`src/rtl/time_entry_loader_pkg.sv`:
```
// Shared timer constants: FSM encoding, default digit capacity and seconds-tens limit.
package time_entry_loader_pkg;

    localparam int MAX_DIGITS = 4;

    localparam logic [3:0] SEC_TENS_LIMIT = 4'd5;

    localparam logic [2:0] ST_IDLE  = 3'd0;
    localparam logic [2:0] ST_ENTRY = 3'd1;
    localparam logic [2:0] ST_LOAD  = 3'd2;
    localparam logic [2:0] ST_RUN   = 3'd3;
    localparam logic [2:0] ST_PAUSE = 3'd4;
    localparam logic [2:0] ST_DONE  = 3'd5;

endpackage

```
`src/rtl/time_entry_loader_bcd_entry_shifter.sv`:
```
// BCD keypad shift register with digit count and seconds-tens saturation.
// Latency: one clock per shift/clear/saturate command.
// No backpressure; the controller gates every command.
module bcd_entry_shifter #(
    parameter int MAX_DIGITS = time_entry_loader_pkg::MAX_DIGITS
) (
    input  logic        clock,
    input  logic        clearn,
    input  logic        clear,
    input  logic        shift,
    input  logic        restart,
    input  logic        saturate,
    input  logic [3:0]  key_digit,
    output logic [15:0] digits,
    output logic [2:0]  count,
    output logic        room
);
    import time_entry_loader_pkg::*;

    assign room = (count < 3'(MAX_DIGITS));

    always_ff @(posedge clock or negedge clearn) begin
        if (!clearn) begin
            digits <= 16'h0000;
            count  <= 3'd0;
        end else if (clear) begin
            digits <= 16'h0000;
            count  <= 3'd0;
        end else if (shift) begin
            // restart begins a fresh entry after a finished cook
            if (restart) begin
                digits <= {12'h000, key_digit};
                count  <= 3'd1;
            end else begin
                digits <= {digits[11:0], key_digit};
                count  <= count + 3'd1;
            end
        end else if (saturate && (digits[7:4] > SEC_TENS_LIMIT)) begin
            digits[7:4] <= SEC_TENS_LIMIT;
        end
    end

endmodule

```
`src/rtl/time_entry_loader.sv`:
```
// Keypad time entry and cook-cycle controller driving downstream BCD timer counters.
// Latency: start -> LOAD (loadn low one cycle) -> RUN with timer_enable high.
// No backpressure; strobes are one-cycle, priority stop_clear > start > key_valid.
module time_entry_loader #(
    parameter int MAX_DIGITS = time_entry_loader_pkg::MAX_DIGITS
) (
    input  logic        clock,
    input  logic        clearn,
    input  logic [3:0]  key_digit,
    input  logic        key_valid,
    input  logic        start,
    input  logic        stop_clear,
    input  logic        door_closed,
    input  logic        timer_zero,
    output logic [15:0] load_digits,
    output logic        loadn,
    output logic        timer_enable,
    output logic [2:0]  entry_count,
    output logic        done
);
    import time_entry_loader_pkg::*;

    logic [2:0] state;
    logic [2:0] state_nxt;
    logic       key_ok;
    logic       room;
    logic       clr;
    logic       shift;
    logic       restart;
    logic       saturate;

    assign key_ok = key_valid && (key_digit <= 4'd9);

    always_comb begin
        state_nxt = state;
        clr       = 1'b0;
        shift     = 1'b0;
        restart   = 1'b0;
        saturate  = 1'b0;
        case (state)
            ST_IDLE, ST_ENTRY: begin
                if (stop_clear) begin
                    clr       = 1'b1;
                    state_nxt = ST_IDLE;
                end else if (start) begin
                    if ((state == ST_ENTRY) && door_closed && (load_digits != 16'h0000)) begin
                        saturate  = 1'b1;
                        state_nxt = ST_LOAD;
                    end
                end else if (key_ok && room) begin
                    shift     = 1'b1;
                    state_nxt = ST_ENTRY;
                end
            end
            ST_LOAD: state_nxt = ST_RUN;
            ST_RUN: begin
                // expiry wins over a simultaneous pause request
                if (timer_zero)
                    state_nxt = ST_DONE;
                else if (stop_clear || !door_closed)
                    state_nxt = ST_PAUSE;
            end
            ST_PAUSE: begin
                if (stop_clear) begin
                    clr       = 1'b1;
                    state_nxt = ST_IDLE;
                end else if (start && door_closed) begin
                    state_nxt = ST_RUN;
                end
            end
            ST_DONE: begin
                if (stop_clear) begin
                    clr       = 1'b1;
                    state_nxt = ST_IDLE;
                end else if (!start && key_ok) begin
                    shift     = 1'b1;
                    restart   = 1'b1;
                    state_nxt = ST_ENTRY;
                end
            end
            default: state_nxt = ST_IDLE;
        endcase
    end

    always_ff @(posedge clock or negedge clearn) begin
        if (!clearn)
            state <= ST_IDLE;
        else
            state <= state_nxt;
    end

    // Moore decode so async reset drops every strobe without waiting for a clock
    assign loadn        = (state != ST_LOAD);
    assign timer_enable = (state == ST_RUN);
    assign done         = (state == ST_DONE);

    bcd_entry_shifter #(
        .MAX_DIGITS(MAX_DIGITS)
    ) u_shifter (
        .clock     (clock),
        .clearn    (clearn),
        .clear     (clr),
        .shift     (shift),
        .restart   (restart),
        .saturate  (saturate),
        .key_digit (key_digit),
        .digits    (load_digits),
        .count     (entry_count),
        .room      (room)
    );

endmodule

```
`config.mk`:
```
export PLATFORM = sky130hd
export DESIGN_NAME = time_entry_loader
export DESIGN_NICKNAME = d
export VERILOG_FILES = /design/src/rtl/time_entry_loader_pkg.sv /design/src/rtl/time_entry_loader_bcd_entry_shifter.sv /design/src/rtl/time_entry_loader.sv
export SDC_FILE = /design/constraint.sdc
export NUM_CORES = 1
export LEC_CHECK = 0
export CAP_MARGIN = 20
export CORE_UTILIZATION = 40
export CTS_CLUSTER_DIAMETER = 50
export DETAILED_ROUTE_END_ITERATION = 7
export PLACE_DENSITY = 0.68
export SYNTH_ARGS = -nofsm -noshare
export SYNTH_HDL_FRONTEND = slang
export SYNTH_HIERARCHICAL = 1
export SYNTH_SLANG_ARGS = --single-unit
```
`constraint.sdc`:
```
create_clock -name clock -period 2.5 [get_ports clock]
set_input_delay 0.5 -clock clock [delete_from_list [all_inputs] [get_ports clock]]
set_output_delay 0.5 -clock clock [all_outputs]
set_load 0.02 [all_outputs]
```
======== Word level (Yosys, flattened, before mapping) ========
Index checks and enable logic that the tools add are counted.
word-level totals
  input bits .............................. 11
  flip-flop bits (word level) ............. 22
  logic and storage cells ................. 69
operators by class
  mux-type cells .......................... 33
  order comparisons ....................... 3
  equal/unequal tests ..................... 11
  $add $sub $neg .......................... 1
  reductions and logical operators ........ 17
operators with widths
  kind                                                            number
  two-way mux 3 bit                                               13
  two-way mux 16 bit                                              2
  nonzero test 16 bit                                             1
  one-hot mux 3 bit (5 select lines)                              1
  two-way mux 1 bit                                               12
  two-way mux 4 bit                                               3
  != test 3 x 2 -> 1 bit (second input constant)                  3
  two-way mux 8 bit                                               1
  != test 4 bit (second input constant)                           2
  logical AND 1 bit                                               7
  == test 3 x 2 -> 1 bit (second input constant)                  2
  == test 3 bit (second input constant)                           2
  AND reduction 5 bit                                             1
  greater-than comparator 4 x 3 -> 1 bit (second input constant)  1
  less-or-equal comparator 4 bit (second input constant)          1
  OR reduction 4 bit                                              1
  adder 3 x 1 -> 3 bit (second input constant)                    1
  == test 3 x 1 -> 1 bit (second input constant)                  1
  logical NOT 3 bit                                               1
  less-than comparator 3 bit (second input constant)              1
  != test 3 bit (second input constant)                           1
  nonzero test 3 bit                                              1
  logical NOT 1 bit                                               2
  one-hot mux 1 bit (2 select lines)                              1
  other kinds (3)                                                 3

======== Longest topological paths before layout ========
Gate-level depths: netlist of the first run.
  depth in word-level cells ............... 11
  mapped depth ............................ 9
  depth with buffers taken out ............ 7

======== Hierarchy ========
Netlist of the first run, hierarchy kept.
by module, submodules not included
  module             times used  area an instance (µm²)  seq. area each (µm²)  cells an instance
  bcd_entry_shifter  1           872.1                   475.5                 82
  time_entry_loader  1           381.6                   75.1                  42

======== Worst setup path before layout of the first run ========
No wires, ideal clock.
  path type ............................... input-to-reg
  start point ............................. input key_digit[1]
  end point ............................... register state[2]
  required time ........................... 2.372 ns
  arrival time ............................ 1.684 ns
  slack ................................... 0.688 ns
  path buffers ............................ 0
  library setup time ...................... 0.128 ns
  cell stages on the path ................. 5
  path through ............................ o21ai_2 nand2_1 o21ba_1 a2111oi_4 mux2_1
on the way
  cells in the longest elaborated chain, start to end .. 5
  elaborated cells between the ends (all ways) .. 7
  classes of those cells .................. 1 x order compare; 2 x eq/ne; 4 x reduce/logical
ends and longest elaborated chain
  item                                                                      RTL line                                          text
  from (decl)                                                               time_entry_loader.sv:9                            input logic [3:0] key_digit,
  less-or-equal comparator 4 bit (*)                                        time_entry_loader.sv:32                           assign key_ok = key_valid && (key_digit <= 4'd9);
  logical AND 1 bit (*)                                                     time_entry_loader.sv:32
  logical AND 1 bit, on equally long branches                               time_entry_loader.sv:50, time_entry_loader.sv:75
  != test 4 bit (no source line) or != test 3 x 2 -> 1 bit (tied branches)  -
  AND reduction 5 bit (no source line) (*)                                  -
  to (signal assigned)                                                      time_entry_loader.sv:89                           state <= state_nxt;
  to (decl)                                                                 time_entry_loader.sv:23                           logic [2:0] state;
Mark *: on every way between the ends. The rest lies on a longest branch, timed or not.
A chain may end at the register's enable or synchronous reset.

======== Worst setup path after layout of the first run ========
  start point ............................. register state[1]
  end point ............................... output timer_enable
on the way
  cells in the longest elaborated chain, start to end .. 1
ends and longest elaborated chain
  item                    RTL line                 text
  == test 3 x 2 -> 1 bit  time_entry_loader.sv:94  assign timer_enable = (state == ST_RUN);
  to (decl)               time_entry_loader.sv:17  output logic timer_enable,
No other way between the ends.

==> results.json, run 1 <==
{
  "status": "finished with violations",
  "violated_checks": "DRC",
  "fmax_ghz": 0.4302,
  "end_kind": "output pin",
  "maximum_number_of_pins_on_one_net_before_global_route_repair": 23,
  "remaining_drc_errors": 1,
  "postCtsHoldBufs": 0,
  "final_weighted_congestion_in_routability_driven_placement": 0.9142,
  "global_route_overflow": 0,
  "detail_route.wirelength_mm": 2.882,
  "reg2reg_from": "state[1]$_DFFE_PN0P_",
  "clock_tree.root_cell": "clkbuf_4",
  "area_growth_pct": 31.54,
  "yosysWarnings": 6,
  "p_leak_nw": 0.6773,
  "hold_ws_ns": 0.5151,
  "fin_crit_ns": 2.325,
  "max_slew_margin": 0.7380,
  "number_of_instances_in_the_synthesized_netlist": 124,
  "n_diodes": 0,
  "finalSetupViolations": 0,
  "antenna_found_initial": 0,
  "timing.critical_path.required_ns": 2.00,
  "unrepaired_setup_endpoints_after_global_routing": "no",
  "synth_enable_flop_cells": 0,
  "synth_area_leader_cell": "dfrtp_1",
  "global_route_wire_length_before_repair_mm": 4.767,
  "die_area_um2": 3362,
  "synth-seq-cells": 22,
  "number_of_ports_placed_on_the_die_boundary": 33,
  "clock_tree.htree_level_count": 1,
  "number_of_global_route_vias_before_repair": 980,
  "ff2ff_setup_slack_ns": 0.54,
  "setup_ws_pre_cts_ns": 0.1308,
  "dpl_hpwl_mm": 2.101,
  "power.share.combinational": 0.377,
  "proportion_of_layout_cells_with_a_drive_suffix_above_1": 0.1242,
  "io_buffer_count": 32,
  "share_seq_of_total_power": 0.438,
  "worstReg2RegEnd": "u_shifter/digits[5]$_DFFE_PN0P_",
  "timing_worst_slew_pin_value_ns": 0.3930,
  "postSynthAreaPerCell_um2": 10.11,
  "dr.pass1.iters": 8,
  "netlist_top_cells_count": "dfrtp_1, nor2_1, nand2_1",
  "avgRoutedWirePerCell_um": 15.01,
  "final_min_period_over_clock_period": 0.9299,
  "p_sw_w": 0.0003718,
  "intPower_w": 0.0006773,
  "cts_sinks": 22,
  "min_path_type": "in -> async",
  "die_width_um": 57.99,
  "vias_per_cell": 5.635,
  "start_kind": "flip-flop",
  "num-nets-final": 174,
  "start_util": 0.4395,
  "crit_end": "timer_enable",
  "worst-endpoint-arrival_ns": 1.82,
  "ff2ff_path_depth": 6,
  "detailroute.via_count": 1082,
  "cts.clk_slew.worst_paths_ns": 0.12,
  "placed_cell_area_um2": 1613,
  "coreArea_um2": 2853,
  "ys_types": 40,
  "placementRows": 19,
  "setup_slack_ns": 0.1753,
  "ant_nets": 0,
  "clock_insertion_delay_worst_skew_ns": 0.31,
  "worst_setup_path_startpoint": "state[1]$_DFFE_PN0P_",
  "cts_resized": 0,
  "synth.net_count": 136,
  "synthArstFlopShare": 1.000,
  "power.share.clock": 0.184,
  "cts-buffers-inserted": 3,
  "path_max_fanout": 8,
  "finalHoldViolations": 0,
  "finalMaxSlewViolations": 0,
  "post-cts-setup-buffer-count": 0,
  "post-route-cell-area_um2": 1649,
  "cts-root-to-sink-buffers": 2,
  "final.setup_skew_ns": 0.006703,
  "layout.filler_cells": 273,
  "ys_dominant_reg_cell": "dfrtp_1",
  "post-layout-total-power_w": 0.001049,
  "synthTopCellsByArea": "dfrtp_1, nand3b_1, nor2_1",
  "synth_top_cell_area_share": 0.4391,
  "grt.total_usage": 0.1866,
  "die_y_um": 57.99,
  "first_iter_violations": 36,
  "peakVddDrop_mv": 0.4606,
  "post-synth-top-count-cell": "dfrtp_1",
  "synth-seq-area-share": 0.4391,
  "power_density_nw_per_um2": 636.2,
  "drv_cap": 0,
  "tritoncts": "yes",
  "setup_total_negative_slack_ns": 0,
  "sw_frac_of_total": 0.3544,
  "crit_type": "reg -> out",
  "syn-cell-area_um2": 1254
}
==> cell usage in the layout (no fill, tap or decap), types with 4 or more instances in the layout <==
| cell | count |
|---|---|
| buf_4 | 7 |
| nand3b_1 | 8 |
| mux2i_1 | 4 |
| dfrtp_1 | 22 |
| nand2_1 | 11 |
| nor2_1 | 14 |
| clkdlybuf4s50_1 | 32 |
| nor4_1 | 4 |
| a21oi_1 | 9 |
==> layout make-up <==
type | count | area, um2 | area share
Clock buffer | 4 | 36.28 | 0.02200
Inverter | 3 | 13.76 | 0.008346
Multi-Input combinational cell | 93 | 636.9 | 0.3862
Sequential cell | 22 | 550.5 | 0.3338
Tap cell | 31 | 38.79 | 0.02352
Timing Repair Buffer | 39 | 372.9 | 0.2261
==> worst min-delay path by stage <==
stage	depth (start not counted)	endpoint	from	slack (ns)
2_1_floorplan	0	state[0]$_DFFE_PN0P_	clearn	0.20
3_3_place_gp	1	u_shifter/count[0]$_DFFE_PN0P_	u_shifter/count[0]$_DFFE_PN0P_	0.50
3_5_place_dp	1	u_shifter/count[0]$_DFFE_PN0P_	u_shifter/count[0]$_DFFE_PN0P_	0.53
4_1_cts	2	state[0]$_DFFE_PN0P_	clearn	0.52
5_1_grt	2	u_shifter/digits[8]$_DFFE_PN0P_	clearn	0.52
6_report	2	state[0]$_DFFE_PN0P_	clearn	0.52
==> sequential cells by signal, indices dropped and copies added (netlist names) <==
name,flops
state,3
u_shifter/digits,16
u_shifter/count,3
==> metal layers <==
metal / GRT usage / share of wire
met3: 0.05357 / 0.044
met2: 0.2841 / 0.46
met4: 0.04422 / 0.0059
met1: 0.2636 / 0.49
met5: 0 / 0
==> per-stage QoR <==
step | instances | util
2_1_floorplan | 124 | -
3_3_place_gp | 188 | 0.5654
3_5_place_dp | 188 | 0.5654
4_1_cts | 192 | 0.5781
5_1_grt | 192 | 0.5781
6_report | 192 | 0.5781
==> worst max-delay path: stages (launching register included) <==
cell and delay [ns]:
dfrtp_1 0.49, nor2b_2 0.27, and2_1 0.16, clkdlybuf4s50_1 0.60
==> kinds of logic (layout without fill, tap and decap cells) <==
| family | Yosys count | in the layout | share of synthesized area |
|---|---|---|---|
| simple gates | 58 | 58 | 0.2685 |
| flops | 22 | 22 | 0.4391 |
| fa+ha+maj | 1 | 1 | 0.009978 |
| mux | 6 | 6 | 0.04990 |
| compound gates | 28 | 28 | 0.1797 |
| buf+inv | 9 | 46 | 0.05289 |
==> power by group through the flow <==
stage               clock, W  sequential (W)  combinational, W
finish              0.000193        0.000460          0.000396
global placement           0        0.000464          0.000391
global route        0.000216        0.000470          0.000426
floorplan                  0        0.000473          0.000238
detailed placement         0        0.000466          0.000395
CTS                 0.000202        0.000459          0.000396
Note: power is estimated with default switching activity, not from simulation.
==> run 2: changes to the inputs <==
Settings changed: ABC_CLOCK_PERIOD_IN_PS set to 2500.
==> results of run 2 <==
No change in the layout: final DEF, timing and power equal those of run 1.
==> patch 1 (settings of run 2) <==
Register the outputs `loadn`, `timer_enable` and `done`, cleared by the reset; this adds one clock of latency there. The other outputs are not delayed to match. Comments in the files are not updated.
--- a/src/rtl/time_entry_loader.sv
+++ b/src/rtl/time_entry_loader.sv
@@ -92,5 +92,13 @@
     // Moore decode so async reset drops every strobe without waiting for a clock
-    assign loadn        = (state != ST_LOAD);
-    assign timer_enable = (state == ST_RUN);
-    assign done         = (state == ST_DONE);
+    always_ff @(posedge clock or negedge clearn) begin
+        if (!clearn) begin
+            loadn        <= '0;
+            timer_enable <= '0;
+            done         <= '0;
+        end else begin
+            loadn        <= (state != ST_LOAD);
+            timer_enable <= (state == ST_RUN);
+            done         <= (state == ST_DONE);
+        end
+    end
 
Check against the original RTL: not equivalent (a bounded check fails within 4 cycles, from zero or initial values).
==> patch 1 against run 2 <==
- power up 3.5%
- global-route usage rose by 0.24 points
- worst setup slack gained 0.25 ns
- wire length grew 1.2%
- design area increased by 2.5%
- critical path depth rose by 6
- combinational power is 5.1% lower
- sequential cell count rose by 3
- die area grew 2.9%
- synthesized area grew 3.0%
- highest routed layer unchanged
==> patch 1: results (changes against run 2) <==
YOSYS
------------------------------------------------------------------------------------
Share of flip-flops with an asynchronous set or reset after synthesis           100%   unchanged
Area contributors post-synth                                            sky130_fd_sc_hd__dfrtp_1 48%, sky130_fd_sc_hd__nor2_1 4.7%, sky130_fd_sc_hd__nand3b_1 4.1%
Yosys Warn Count                                                                   6   unchanged
Fraction of the yosys area taken by sequential cells                           48.4%   +4.5 points
Commonest cells in the synthesized netlist                              25 x sky130_fd_sc_hd__dfrtp_1, 16 x sky130_fd_sc_hd__nor2_1, 12 x sky130_fd_sc_hd__nand2_1
Synth Net Count                                                                  140   +2.9%
Count of distinct cell types in the synthesized netlist                           35   -13%
Number of synthesized flops with an enable pin                                     0   unchanged

CLOCK TREE
------------------------------------------------------------------------------------
Post_cts resized                                                                   0   unchanged
Clk slew on worst S/H paths                                                  0.14 ns   +0.02 ns
Bufs on Longest Clock Path                                                         2   unchanged
Number of buffers added for setup after CTS                                        0   unchanged
Clk root buf                                                            sky130_fd_sc_hd__clkbuf_4
Clock Latency Late Sink                                                      0.33 ns   +0.02 ns
Number of levels the H-tree was split into                                         1   unchanged
Number of buffers created by CTS                                                   3   unchanged
TritonCTS clock tree                                                             yes

ROUTING
------------------------------------------------------------------------------------
Violation count after the first detailed-route iteration                          26   -28%
DRT Pass-1 Iters                                                                   4   -4
Number of vias in the routed layout                                             1119   +3.4%
Wirelength, routed                                                           2920 um   +1.2%

FINAL LAYOUT
------------------------------------------------------------------------------------
Fill cell instance count of the final layout                                     302   +11%
Fraction of layout cells with a size suffix above 1                            7.98%   -4.4 points
Ant. Diodes                                                                        0   unchanged
Final layout net count                                                           176   +1.1%
Number of flip-flops in the largest register                                      16   unchanged
Biggest registers after layout                                          u_shifter/digits (16), state (3), u_shifter/count (3)

PWR
------------------------------------------------------------------------------------
Pleak                                                                    0.000712 uW   +5.1%
Worst vdd rail ir drop                                                    0.000327 V   -29%

SETUP PATH
------------------------------------------------------------------------------------
Crit path max-delay family                                              simple AND/OR/NAND/NOR gates
Largest fanout on the critical path                                               18   +10
R2R setup slack                                                              0.50 ns   -0.04 ns
Critical Path Slowest Stage Cell                                        sky130_fd_sc_hd__clkdlybuf4s50_1
Worst stage delay on the critical path                                       0.41 ns   -0.19 ns

GLOBAL ROUTE
------------------------------------------------------------------------------------
Largest net degree at the start of global routing                                 26   +13%
Total GRT Usage                                                                18.9%   +0.24 points
Global-route wire length before repair                                       4970 um   +4.2%
Antenna violations before repair                                                   0   unchanged

STA
------------------------------------------------------------------------------------
Transition time of the tightest slew-check pin                              0.419 ns   +0.0265 ns
Max Clock Skew                                                            0.00266 ns   -0.00405 ns

PLACEMENT
------------------------------------------------------------------------------------
DP Wirelength                                                                2080 um   -0.83%
Count of buffers inserted at the top-level ports                                  32   unchanged
Global placer's final weighted congestion                                      0.909   -0.58%

RUN STATUS
------------------------------------------------------------------------------------
Status                                                                  finished, final reports clean

WORST HOLD PATH
------------------------------------------------------------------------------------
Kind of path behind the tightest hold check                              in -> async

patch 1: area by class of cell:
type                            instances  area share, %
Clock buffer                            3           1.33
Clock inverter                          1          0.444
Inverter                                5           1.26
Multi-Input combinational cell         91           34.3
Sequential cell                        25           37.0
Tap cell                               44           3.26
Timing Repair Buffer                   38           22.4
patch 1: cell families (layout without fill, tap and decap cells):
kind of cell               count (synthesis)  after routing  share of synthesized area, %
AOI/OAI and AO/OA                         30             30                          16.5
adders and majority gates                  1              1                         0.969
buffers and inverters                     12             47                          6.59
DFF                                       25             25                          48.4
muxes                                      6              6                          4.84
and+or+nand+nor                           54             54                          22.7
patch 1: where the power goes:
part,switching (uW),total [uW],internal (uW),leakage [uW]
combinational,199,376,177,0.000358
clock,127,189,61.3,0.0000139
sequential,65.2,521,456,0.000340
total,391,1090,694,0.000712
patch 1: through the flow:
stage	power, uW	instances	hold slack [ns]	worst slack (ns)	util, %
after floorplan	753	128	0.204	0.606	-
after global placement	894	203	0.502	0.0845	54.4
after detailed placement	901	203	0.512	0.0754	54.4
after CTS	1090	207	0.529	0.420	55.4
after global routing	1150	207	0.527	0.283	55.4
final	1090	207	0.515	0.429	55.4
patch 1: path summary, 6_finish.rpt:
check,depth (start not counted),start,to
worst max-delay path,9,key_digit[1],u_shifter/count[1]$_DFFE_PN0P_
worst min-delay path,2,clearn,u_shifter/digits[13]$_DFFE_PN0P_
worst max register to register,8,state[1]$_DFFE_PN0P_,u_shifter/count[1]$_DFFE_PN0P_
worst min register to register,1,u_shifter/count[0]$_DFFE_PN0P_,u_shifter/count[0]$_DFFE_PN0P_
max in group asynchronous,2,clearn,u_shifter/digits[6]$_DFFE_PN0P_
min in group clock,1,u_shifter/count[0]$_DFFE_PN0P_,u_shifter/count[0]$_DFFE_PN0P_
patch 1: metal layers:
layer / share of wire (%) / GRT usage (%) / up-vias
li1: - / - / 542
met1: 48 / 25.4 / 539
met2: 47 / 31.2 / 36
met3: 4.6 / 5.05 / 2
met4: 0.27 / 3.06 / 0
met5: 0 / 0 / -
patch 1: worst register-to-register path: stages (launching register included):
cell                      delay [ns]
sky130_fd_sc_hd__dfrtp_1        0.49
sky130_fd_sc_hd__nor2b_1        0.18
sky130_fd_sc_hd__nand2_1        0.11
sky130_fd_sc_hd__nor4_1         0.36
sky130_fd_sc_hd__a41o_1         0.20
sky130_fd_sc_hd__buf_12         0.17
sky130_fd_sc_hd__nor2b_4        0.23
sky130_fd_sc_hd__a22oi_1        0.09
sky130_fd_sc_hd__nor2_1         0.11
